[config.mk]
export PLATFORM = sky130hd
export DESIGN_NAME = fetch_stage
export DESIGN_NICKNAME = d
export VERILOG_FILES = /design/src/rtl/fetch_stage.sv
export SDC_FILE = /design/constraint.sdc
export NUM_CORES = 1
export LEC_CHECK = 0
export ABC_AREA = 1
export ABC_CLOCK_PERIOD_IN_PS = 5800
export BUFFER_PORTS_ARGS = -buffer_cell sky130_fd_sc_hd__clkbuf_2
export CORE_MARGIN = 10
export CORE_UTILIZATION = 55
export DETAILED_ROUTE_END_ITERATION = 8
export PLACE_DENSITY = 0.9
export SLEW_MARGIN = 30
export SYNTH_ARGS = -nofsm -noshare
export SYNTH_HDL_FRONTEND = slang
export SYNTH_SLANG_ARGS = --single-unit
[constraint.sdc]
create_clock -name clk -period 5.8 [get_ports clk]
set_input_delay 0.29 -clock clk [delete_from_list [all_inputs] [get_ports clk]]
set_output_delay 0.29 -clock clk [all_outputs]
set_load 0.005 [all_outputs]
[src/rtl/fetch_stage.sv]
// fetch_stage: PC generation, synchronous-imem fetch, redirect squash and stall hold for decode.
module fetch_stage #(
    parameter logic [31:0] RESET_PC = 32'h4000_0000,
    parameter logic [31:0] NOP_INST = 32'h0000_0013
) (
    input  logic        clk,
    input  logic        rst,
    input  logic        stall,
    input  logic        pc_sel,
    input  logic [31:0] redirect_pc,
    output logic [31:0] imem_addr,
    input  logic [31:0] imem_rdata,
    output logic [31:0] inst,
    output logic [31:0] inst_pc,
    output logic        inst_valid,
    output logic [31:0] fetch_count
);
    logic [31:0] pcf_q, pcf_d, pc_q, pc_d, hold_inst_q, hold_inst_d, hold_pc_q, hold_pc_d;
    logic [31:0] fetch_count_q, fetch_count_d;
    logic        squash_q, squash_d, hold_v_q, hold_v_d, hold_valid_q, hold_valid_d;
    logic        capture;

    always_comb begin
        imem_addr     = pcf_q;
        fetch_count   = fetch_count_q;
        inst          = pc_sel ? NOP_INST : hold_v_q ? hold_inst_q : squash_q ? NOP_INST : imem_rdata;
        inst_pc       = hold_v_q ? hold_pc_q : pc_q;
        inst_valid    = pc_sel ? 1'b0 : hold_v_q ? hold_valid_q : !squash_q;
        pcf_d         = pc_sel ? redirect_pc : stall ? pcf_q : pcf_q + 32'd4;
        pc_d          = (pc_sel || !stall) ? pcf_q : pc_q;
        squash_d      = pc_sel ? 1'b1 : stall ? squash_q : 1'b0;
        // First stalled edge freezes whatever decode currently sees
        capture       = stall && !pc_sel && !hold_v_q;
        hold_v_d      = stall && !pc_sel;
        hold_inst_d   = capture ? inst : hold_inst_q;
        hold_pc_d     = capture ? inst_pc : hold_pc_q;
        hold_valid_d  = capture ? inst_valid : hold_valid_q;
        fetch_count_d = (inst_valid && !stall && !pc_sel) ? fetch_count_q + 32'd1 : fetch_count_q;
    end

    always_ff @(posedge clk or posedge rst) begin
        if (rst) begin
            pcf_q         <= RESET_PC;
            pc_q          <= RESET_PC;
            squash_q      <= 1'b1;
            hold_v_q      <= 1'b0;
            hold_inst_q   <= NOP_INST;
            hold_pc_q     <= 32'd0;
            hold_valid_q  <= 1'b0;
            fetch_count_q <= 32'd0;
        end else begin
            pcf_q         <= pcf_d;
            pc_q          <= pc_d;
            squash_q      <= squash_d;
            hold_v_q      <= hold_v_d;
            hold_inst_q   <= hold_inst_d;
            hold_pc_q     <= hold_pc_d;
            hold_valid_q  <= hold_valid_d;
            fetch_count_q <= fetch_count_d;
        end
    end
endmodule

==> results of run 1 <==
[power groups by stage]
stage,registers (mW),clock network [mW],logic [mW]
after floorplan,1.37,0,0.275
after global placement,1.39,0,0.450
after detailed placement,1.40,0,0.467
after CTS,1.38,1.05,0.472
after global routing,1.40,1.09,0.538
final,1.38,1.04,0.470
[synthesized netlist by cell type, types with 7 or more instances]
cell type	instances	area share (%)
a21oi_1	35	2.1
buf_1	8	0.35
buf_2	14	0.82
clkbuf_1	22	0.97
dfrtp_1	157	46
inv_1	99	4.4
nand2_1	440	19
nand3_1	51	3.0
nand3b_1	10	0.88
nand4_1	7	0.52
nor2_1	100	4.4
o211ai_1	11	0.97
o21ai_0	117	6.9
o21ai_1	26	1.5
xor2_1	16	1.6
[final cells by class]
class / count / area share, %
clock buffer: 22 / 4.498
clock inverter: 10 / 0.8426
inverter: 104 / 3.965
multi-input combinational: 849 / 37.72
sequential: 163 / 40.48
tap: 188 / 2.330
timing repair buffer: 202 / 10.16
[worst reg2reg max path, delay by kind of cell, from the launching register on]
| family | cells | cell delay, ns |
|---|---|---|
| AO/OA/AOI/OAI | 1 | 0.16 |
| flip-flops | 1 | 0.34 |
| buffers and inverters | 3 | 1.73 |
| AND/OR/NAND/NOR | 1 | 0.25 |
[flip-flops by register name, indices dropped and copies added, names as in the netlist]
| signal | count |
|---|---|
| fetch_count | 32 |
| hold_inst_q | 32 |
| hold_pc_q | 32 |
| hold_v_q | 1 |
| hold_valid_q | 1 |
| imem_addr | 32 |
| pc_q | 32 |
| squash_q | 1 |
[cells by family after synthesis]
kind of cell	after synthesis	share of synthesized area [%]
and+or+nand+nor	629	30.07
AOI/OAI and AO/OA	198	12.29
DFF	163	48.06
buffers and inverters	152	7.226
xor gates and xnor gates	20	2.060
adders and majority gates	2	0.2943
[cells in the final DEF, fill, tap and decap left out, types with 2 or more instances in the layout]
master and instances:
o21bai_1 5, buf_4 6, clkinv_2 6, dfrtp_1 156
nand2_1 440, nor2_4 5, xor2_1 16, o21ai_1 26
nor3_1 4, nand3b_1 10, nand3_1 51, nor2_2 6
o21ai_0 117, ha_1 2, xnor2_1 4, inv_1 98
a21oi_1 35, clkbuf_2 196, dfstp_2 6, inv_2 4
clkbuf_1 4, clkinv_4 2, nor4_1 2, clkbuf_16 17
nand4_1 7, o211ai_1 11, nor2_1 99
[worst min-delay path by stage]
stage | from | end | slack [ns] | cells past startpoint
6_report | rst | fetch_count[5] | 0.007 | 2
2_1_floorplan | stall | squash_q | 0.38 | 2
3_5_place_dp | hold_inst_q[11] | hold_inst_q[11] | 0.47 | 2
5_1_grt | redirect_pc[30] | imem_addr[30] | 0.08 | 3
4_1_cts | rst | fetch_count[31] | 0.06 | 2
3_3_place_gp | hold_inst_q[11] | hold_inst_q[11] | 0.46 | 2
[metal layers]
layer  routed length (um)  up-vias  global-route usage [%]
met4                  388        0                   6.755
met2                11610      365                   37.93
li1                     -     4040                       -
met5                    0        -                       0
met1                10460     3851                   31.78
met3                 2096       35                   5.346
==> impl_results.md, run 1 <==
* Status: complete, no violations
* Dpl cell area at 9553 um^2
* Worst Setup EP: inst[31]
* Post-Syn Area at 8502 um^2
* Final core utilization at 66.42%
* Design Power at 2.894 mW
* Final hold viol count at 0
* CTS Buffer Depth at 2
* Worst rel slew slack at 36.47%
* Clock power share at 36.0%
* EDFF count, synth at 0
* Port Buffers at 196
* DP HPWL at 17.85 mm
* Synthesized flop and latch total at 163
* Worst reg2reg startpoint: hold_v_q
* First-pass GRT wire length at 39.86 mm
* CTS resizes at 0
* Initial Utilization at 55.93%
* CP bufs+invs at 2
* Reg clk slew, reported paths at 0.06 ns
* Crit path from: hold_v_q
* Die Wd at 144.3 um
* Worst-path maximum fanout at 101
* Sequential cell area fraction in the yosys report at 48.06%
* Worst path top cell family by delay: simple AND/OR/NAND/NOR gates
* Leak at 5.003 nW
* Syn_nets at 1234
* Post-route setup slack at 3.102 ns
* Min Hold Slack at 0.006715 ns
* Power share of the combinational group at 16.2%
* Internal power at 2.042 mW
* Detail Route Antenna Nets at 0
* CP Class: reg2out
* Final nets at 1407
* CP arrival at 2.41 ns
* Total gr overflow at 0
* Latest clock arrival within the worst-skew pair at 0.43 ns
* Setup-failing EPs final at 0
* Clk root buf: clkbuf_16
* Slew Viols, Final at 0
* Tmin final at 2.698 ns
* Htree depth at 4
* Post-Route WL at 24.56 mm
* Worst Setup Start Kind: flop
* Hold_buf cts at 0
* Worst R2R Setup Slack at 3.18 ns
* # diodes at 0
* P_sw at 851.9 uW
* Crit. End Element: output port
* DRC viols at 0
* Worst reg2reg path depth at 5
* Syn-to-layout area delta at 18.76%
* Footprint of the multi-input gates at 3809 um^2
* Register share of total power at 47.7%
* Post-route setup TNS at 0 ns
* Routed len/inst at 15.97 um
* Layout cell share with drive strength beyond 1 at 19.19%
* CP cell instances: buf_4, nor2_4, nand2_1, a21oi_1, clkbuf_2
* CP required at 5.51 ns
* Pre-antenna DRT Iters at 9
* Top_reg_cell synth: dfrtp_1
* Yosys warns at 0
* Cell area power density at 286.6 nW/um^2
* Via Count at 8291
* Max Cap Viol at 0
* Die height at 144.3 um
* GRT Util Overall at 23.77%
* Largest net degree at the start of global routing at 117
* Initial DRC Count at 805
* Async S/R FF share, synth at 100.0%
* F_max at 0.3706 GHz
* Worst Clk Skew at 0.01008 ns
* Switching Share at 29.44%
* Clock sink count at 163
* Reg area at 4088 um^2
* Max incr delay on CP at 0.63 ns
* Slowest CP cell: nor2_4
* Worst slew pin tran at 0.9529 ns
* Crit. path cell count at 5
* I/O pin count at 197
* Core area at 15200 um^2
* Vias per std cell at 5.391
* Syn Inst Count at 1164
* Fillers at 1301
* Place WS at 2.816 ns
* Design Area, Final at 10100 um^2
* TritonCTS buffer count at 17
* Num rows at 45
* RSZ-0062 raised after global routing: false
* Worst Hold Class: in2async
* Dpl cells at 1506
* CTS tree: yes
* Antenna violations before repair at 0
* Tcrit/Tclk final at 46.52%
* Post-Syn Area per Cell at 7.304 um^2
* Die ar. at 20830 um^2
* R2R Path End: hold_pc_q[21]
* Max VDD drop at 0.2224 mV
* Post-synthesis cell type count at 35
* Final Non-Filler Cells at 1538
* Final Wtd Congestion at 0.9384
* Post-CTS Setup Bufs at 0
* Vias in the first global route at 8010
No activity file was read; power rests on OpenSTA's default activity.
==> inputs of run 2 (changes only) <==
--- a/config.mk
+++ b/config.mk
@@ -5,11 +5,11 @@
 export SDC_FILE = /design/constraint.sdc
 export NUM_CORES = 1
 export LEC_CHECK = 0
-export ABC_AREA = 1
-export ABC_CLOCK_PERIOD_IN_PS = 5800
+export ABC_AREA = 0
+export ABC_CLOCK_PERIOD_IN_PS = 2700
 export BUFFER_PORTS_ARGS = -buffer_cell sky130_fd_sc_hd__clkbuf_2
 export CORE_MARGIN = 10
-export CORE_UTILIZATION = 55
+export CORE_UTILIZATION = 54
 export DETAILED_ROUTE_END_ITERATION = 8
 export PLACE_DENSITY = 0.9
 export SLEW_MARGIN = 30
==> constraint.sdc (replaced) <==
create_clock -name clk -period 2.7 [get_ports clk]
set_input_delay 0.135 -clock clk [delete_from_list [all_inputs] [get_ports clk]]
set_output_delay 0.135 -clock clk [all_outputs]
set_load 0.005 [all_outputs]
==> run 2 against run 1 <==
Net effect: clock skew up 0.00093 ns; routed wire length down 11%; worst setup slack worse by 2.7 ns; core utilization up 3.6 points; clock power up 120%; design area about the same; critical path depth down 1; area after synthesis down 7.3%; critical path type unchanged; largest power group unchanged.
==> impl_results.md, run 2 <==
* Port Buffers at 196 (unchanged)
* Antenna violations before repair at 1 (+1)
* CP cell instances: buf_6, nor3_1, o21ai_0, clkbuf_2
* EDFF count, synth at 0 (unchanged)
* Setup-failing EPs final at 0 (unchanged)
* Crit. End Element: output port
* Final hold viol count at 0 (unchanged)
* First-pass GRT wire length at 35.91 mm (-9.9%)
* Min Hold Slack at 0.01396 ns (+0.007241 ns)
* Core area at 14420 um^2 (-5.1%)
* Yosys warns at 0 (unchanged)
* Worst Setup Start Kind: flop
* Most frequent cells in the layout: clkbuf_2, nand2_1, dfrtp_1
* Syn_nets at 863 (-30%)
* Reg area at 4090 um^2 (about the same)
* Worst-path maximum fanout at 74 (-27%)
* Pre-antenna DRT Iters at 5 (-4)
* Latest clock arrival within the worst-skew pair at 0.42 ns (about the same)
* Htree depth at 4 (unchanged)
* CP Class: reg2out
* Status: complete, no violations
* TritonCTS buffer count at 17 (unchanged)
* Post-synthesis adder-cell area fraction at 0.3174% (+0.023 points)
* Post-route setup TNS at 0 ns (unchanged)
* RSZ-0062 raised after global routing: false
* Initial DRC Count at 456 (-43%)
* I/O pin count at 197 (unchanged)
* Compound-cell area share of the yosys netlist at 7.269% (-5.0 points)
* Initial Utilization at 54.66% (-1.3 points)
* CP required at 2.57 ns (-2.94 ns)
* Commonest non-fill, non-tap cell in the layout: clkbuf_2
* Post-synthesis cell type count at 41 (+17%)
* Reg clk slew, reported paths at 0.06 ns (about the same)
* Most common cell in the netlist: nand2_1
* CTS tree: yes
* Post-CTS Setup Bufs at 0 (unchanged)
* Die ar. at 19830 um^2 (-4.8%)
* Worst Clk Skew at 0.01101 ns (+0.0009347 ns)
* CP arrival at 2.21 ns (-0.20 ns)
* CTS Buffer Depth at 2 (unchanged)
* Leak at 4.870 nW (-2.7%)
* Worst path top cell family by delay: buffers and inverters
* Worst Hold Class: in2reg
* Final nets at 1095 (-22%)
* Top_reg_cell synth: dfrtp_1
* Cell accounting for the most synthesized area: dfrtp_1
* Post-Route WL at 21.88 mm (-11%)
* Synthesized flop and latch total at 163 (unchanged)
* Max Cap Viol at 0 (unchanged)
* Vias per std cell at 5.475 (+1.6%)
* Worst slew pin tran at 0.6304 ns (-0.3226 ns)
* Mux cell area share after synthesis at 10.70% (+11 points)
* Xor and xnor area share after synthesis at 6.666% (+4.6 points)
* Syn-to-layout area delta at 28.03%
* F_max at 0.4264 GHz
* Synth area leaders: dfrtp_1, mux2_2, nand2_1
* Synth top area share at 49.83% (+3.6 points)
* DP HPWL at 14.64 mm (-18%)
* Die height at 140.8 um (-2.4%)
* Slowest CP cell: dfrtp_4
* Routed len/inst at 17.92 um (+12%)
* Syn Inst Count at 793 (-32%)
* Post-Syn Area at 7884 um^2 (-7.3%)
* Slew Viols, Final at 0 (unchanged)
* Layout cell share with drive strength beyond 1 at 31.85% (+13 points)
* Post-Synth Simple-Gate Area at 20.52% (-9.5 points)
* Main combinational cell family by area after synthesis: simple AND/OR/NAND/NOR gates
* Largest net degree at the start of global routing at 94 (-20%)
* Via Count at 6685 (-19%)
* Tcrit/Tclk final at 86.86%
* Fillers at 1007 (-23%)
* Max incr delay on CP at 0.58 ns (-0.05 ns)
* Cell area power density at 623.7 nW/um^2 (+120%)
* Detail Route Antenna Nets at 0 (unchanged)
* Max VDD drop at 0.4146 mV (+86%)
* Sequential cell area fraction in the yosys report at 51.83% (+3.8 points)
* Synth top cells by count: nand2_1, dfrtp_1, mux2_2
* Num rows at 44 (-2.2%)
* Tmin final at 2.345 ns
* Total gr overflow at 0 (unchanged)
* Clk root buf: clkbuf_16
* Die Wd at 140.8 um (-2.4%)
* Clock sink count at 163 (unchanged)
* CP bufs+invs at 2 (unchanged)
* Final Wtd Congestion at 0.8874 (-5.4%)
* Worst rel slew slack at 57.66% (+21 points)
* GRT Util Overall at 22.05% (-1.7 points)
* Post-Syn Area per Cell at 9.942 um^2 (+36%)
* Async S/R FF share, synth at 100.0% (unchanged)
* DRC viols at 0 (unchanged)
* Footprint of the multi-input gates at 3590 um^2 (-5.7%)
* Vias in the first global route at 6864 (-14%)
-- run 2: cells by family (layout without fill, tap and decap cells) --
family	after synthesis	in the layout
AND/OR/NAND/NOR	346	346
flip-flops	163	163
AO/OA/AOI/OAI	94	94
multiplexers	75	75
XOR/XNOR	60	60
buffers and inverters	53	296
adder cells (fa/ha/maj)	2	2
other	0	1
-- run 2: layout make-up --
cell class              instances  share of cell area (%)
flip-flops and latches        163                   40.52
diodes                          1                 0.02479
well taps                     184                   2.281
clock inverters                 9                  0.8182
clock buffers                  21                   4.661
multi-input cells             577                   35.56
repair buffers                255                   15.68
inverters                      11                  0.4463
-- run 2: worst paths after layout --
check | from | to | slack [ns] | cells past startpoint
hold / removal | imem_rdata[9] | hold_inst_q[9] | 0.01 | 3
min in group asynchronous | rst | pc_q[5] | 0.27 | 3
setup / recovery | hold_v_q | inst[0] | 0.35 | 4
hold reg to reg | fetch_count[31] | fetch_count[31] | 0.47 | 1
setup reg to reg | imem_addr[3] | imem_addr[20] | 0.46 | 6
max in group asynchronous | rst | imem_addr[30] | 1.61 | 4
-- run 2: routing by layer --
metal	wire (um)	GRT usage [%]
met1	8791	26.91
met5	0	0
met2	10580	35.12
met3	1869	7.020
met4	632	9.674
-- run 2: what timing repair did --
item / CTS / global route
setup endpoints to repair: 0 / 1
resized for setup: 0 / 1
endpoints found under the hold margin: 62 / 0
hold buffers: 49 / 0
-- run 2: worst reg2reg max path, stage by stage (launching register included) --
cell and delay (ns):
dfrtp_1 0.46, ha_1 0.21, nand4_1 0.24, nor4_4 0.55, nand4_1 0.22, xnor2_1 0.18, mux2_2 0.27
-- run 2: power breakdown --
part | internal (mW) | total (mW) | switching [mW]
sequential | 2.75 | 3.01 | 0.260
combinational | 0.524 | 1.03 | 0.501
clock | 1.33 | 2.26 | 0.933
-- run 2: through the flow --
stage               utilization, %  instances  setup WS, ns  power, mW  instance area (um^2)
floorplan                        -        793        0.4991      3.557                  7888
global placement             62.51       1140        0.4692      3.951                  9016
detailed placement           62.51       1140        0.4428      4.005                  9016
CTS                          69.74       1219       0.07916      6.325                 10060
global route                 69.98       1221        0.2065      6.595                 10090
finish                       69.98       1221        0.3549      6.295                 10090
==> inputs of run 3 (changes only) <==
--- a/config.mk
+++ b/config.mk
@@ -6,12 +6,12 @@
 export NUM_CORES = 1
 export LEC_CHECK = 0
 export ABC_AREA = 0
-export ABC_CLOCK_PERIOD_IN_PS = 2700
+export ABC_CLOCK_PERIOD_IN_PS = 2900
 export BUFFER_PORTS_ARGS = -buffer_cell sky130_fd_sc_hd__clkbuf_2
 export CORE_MARGIN = 10
-export CORE_UTILIZATION = 54
+export CORE_UTILIZATION = 58
 export DETAILED_ROUTE_END_ITERATION = 8
-export PLACE_DENSITY = 0.9
+export PLACE_DENSITY = 0.95
 export SLEW_MARGIN = 30
 export SYNTH_ARGS = -nofsm -noshare
 export SYNTH_HDL_FRONTEND = slang
==> constraint.sdc (replaced) <==
create_clock -name clk -period 2.9 [get_ports clk]
set_input_delay 0.145 -clock clk [delete_from_list [all_inputs] [get_ports clk]]
set_output_delay 0.145 -clock clk [all_outputs]
set_load 0.005 [all_outputs]
==> run 3 against run 2 <==
Net effect: register-to-register slack better by 0.03 ns; power down 7.2%; via count up 1.2%; sequential share of layout area up 0.31 points; clock power down 8%; count of clock-buffer cells in the layout up 2; sequential power down 6.6%; critical path type is now reg2reg.
==> impl_results.md, run 3 (same netlist as run 2, synthesis figures left out) <==
* Leak at 4.839 nW (-0.64%)
* Commonest non-fill, non-tap cell in the layout: clkbuf_2
* DP HPWL at 15.09 mm (+3.0%)
* Hold_buf cts at 39 (-20%)
* Setup-failing EPs final at 0 (unchanged)
* CTS Buffer Depth at 2 (unchanged)
* CP Class: reg2reg
* Worst Setup Start Kind: flop
* TritonCTS buffer count at 17 (unchanged)
* Initial Utilization at 59.30% (+4.6 points)
* Vias in the first global route at 6996 (+1.9%)
* F_max at 0.4148 GHz
* Power share of the combinational group at 16.4% (about the same)
* Final hold viol count at 0 (unchanged)
* Most frequent cells in the layout: clkbuf_2, nand2_1, dfrtp_1
* Crit. End Element: flop
* Met1 WL at 8.430 mm (-4.1%)
* WL met3 at 1.944 mm (+4.0%)
* Post-route setup TNS at 0 ns (unchanged)
* Via Count at 6765 (+1.2%)
* Met2 Routed Length at 11.07 mm (+4.6%)
* Post-CTS Setup Bufs at 0 (unchanged)
* Clock sink count at 163 (unchanged)
* Cell area power density at 583.1 nW/um^2 (-6.5%)
* Tcrit/Tclk final at 83.13%
* Tmin final at 2.411 ns
* Clock power share at 35.6% (-0.3 points)
* Switching Share at 26.96% (+0.047 points)
* Status: complete, no violations
* Worst slew pin tran at 0.6280 ns (-0.002325 ns)
* Post-Route WL at 22.46 mm (+2.7%)
* Final nets at 1087 (-0.73%)
* Min Hold Slack at 0.01166 ns (-0.002291 ns)
* Syn-to-layout area delta at 27.04%
* First-pass GRT wire length at 36.23 mm (+0.90%)
* Vias per std cell at 5.605 (+2.4%)
* Worst rel slew slack at 57.82% (+0.16 points)
* Layout cell share with drive strength beyond 1 at 32.14% (+0.28 points)
* Clk root buf: clkbuf_16
* Slew Viols, Final at 0 (unchanged)
* CTS resizes at 0 (unchanged)
* Total gr overflow at 0 (unchanged)
* Latest clock arrival within the worst-skew pair at 0.42 ns (about the same)
* Max Cap Viol at 0 (unchanged)
* Top Metal Used: met4
* Worst Clk Skew at 0.006719 ns (-0.004295 ns)
* Max VDD drop at 0.3680 mV (-11%)
* Worst-path maximum fanout at 35 (-53%)
* Num rows at 42 (-4.5%)
* I/O pin count at 197 (unchanged)
* Die ar. at 18660 um^2 (-5.9%)
* Pre-antenna DRT Iters at 5 (unchanged)
* Final Wtd Congestion at 0.8670 (-2.3%)
* Reg clk slew, reported paths at 0.06 ns (about the same)
* Internal power at 4.266 mW (-7.3%)
* RSZ-0062 raised after global routing: false
* Routed len/inst at 18.61 um (+3.9%)
* P_sw at 1.575 mW (-7.1%)
* Port Buffers at 196 (unchanged)
* CTS tree: yes
* Die Wd at 136.6 um (-3.0%)
* Final core utilization at 75.33% (+5.4 points)
* CP required at 3.23 ns (+0.66 ns)
* Htree depth at 4 (unchanged)
* GRT Util Overall at 24.39% (+2.3 points)
* Detail Route Antenna Nets at 0 (unchanged)
* Antenna violations before repair at 1 (unchanged)
* CP arrival at 2.74 ns (+0.53 ns)
* Register share of total power at 48.0% (+0.2 points)
* Initial DRC Count at 518 (+14%)
* Core area at 13300 um^2 (-7.8%)
* Worst Hold Class: in2reg
* Die height at 136.6 um (-3.0%)
* DRC viols at 0 (unchanged)
* Largest net degree at the start of global routing at 94 (unchanged)
run 3: cell types whose count changed in the layout (fill, tap and decap cells not counted):
cell	change
dlygate4sd3_1	-10
clkbuf_1	+3
buf_12	+2
buf_4	+1
buf_6	-1
clkbuf_8	-1
clkinv_4	-1
clkinvlp_4	+1
run 3: path summary, 6_finish.rpt:
kind / cells past startpoint / slack (ns) / from / endpoint
setup / recovery: 5 / 0.49 / hold_v_q / fetch_count[25]
hold / removal: 3 / 0.01 / imem_rdata[24] / hold_inst_q[24]
setup reg to reg: 5 / 0.49 / hold_v_q / fetch_count[25]
hold reg to reg: 1 / 0.48 / fetch_count[31] / fetch_count[31]
max in group asynchronous: 5 / 1.83 / rst / imem_addr[30]
min in group asynchronous: 3 / 0.25 / rst / hold_inst_q[15]
run 3: layout make-up:
cell class              count  area [um^2]
fillers                   886         3279
clock buffers              23        467.9
inverters                  11        45.04
well taps                 176        220.2
multi-input cells         577         3590
flip-flops and latches    163         4090
clock inverters             9        81.33
diodes                      1        2.502
repair buffers            247         1519
run 3: stage by stage:
step / setup WS, ns / power, mW / cell area (um^2) / std cells
after floorplan: 0.6891 / 3.312 / 7888 / 793
after global placement: 0.7258 / 3.677 / 9026 / 1133
after detailed placement: 0.6189 / 3.735 / 9026 / 1133
after CTS: 0.4760 / 5.858 / 9966 / 1204
final: 0.4892 / 5.841 / 10020 / 1207
after global routing: 0.3412 / 6.122 / 10020 / 1207
run 3: critical path, stage by stage, from the launching register on:
cell and delay [ns]:
dfrtp_4 0.64, nor2_4 0.28, o2111ai_1 0.30, nor4_2 0.66, nand3_1 0.21, xnor2_1 0.23
run 3: power groups by stage:
stage               Sequential (mW)  Clock (mW)  Combinational, mW
finish                         2.81        2.08              0.957
floorplan                      2.77           0              0.545
global route                   2.85        2.22               1.06
detailed placement             2.83           0              0.901
CTS                            2.80        2.11              0.950
global placement               2.81           0              0.865
run 3: per-layer routing:
metal	up-vias	GRT usage, %
met5	-	0
li1	3117	-
met3	70	7.038
met2	317	40.87
met4	0	12.90
met1	3261	27.68
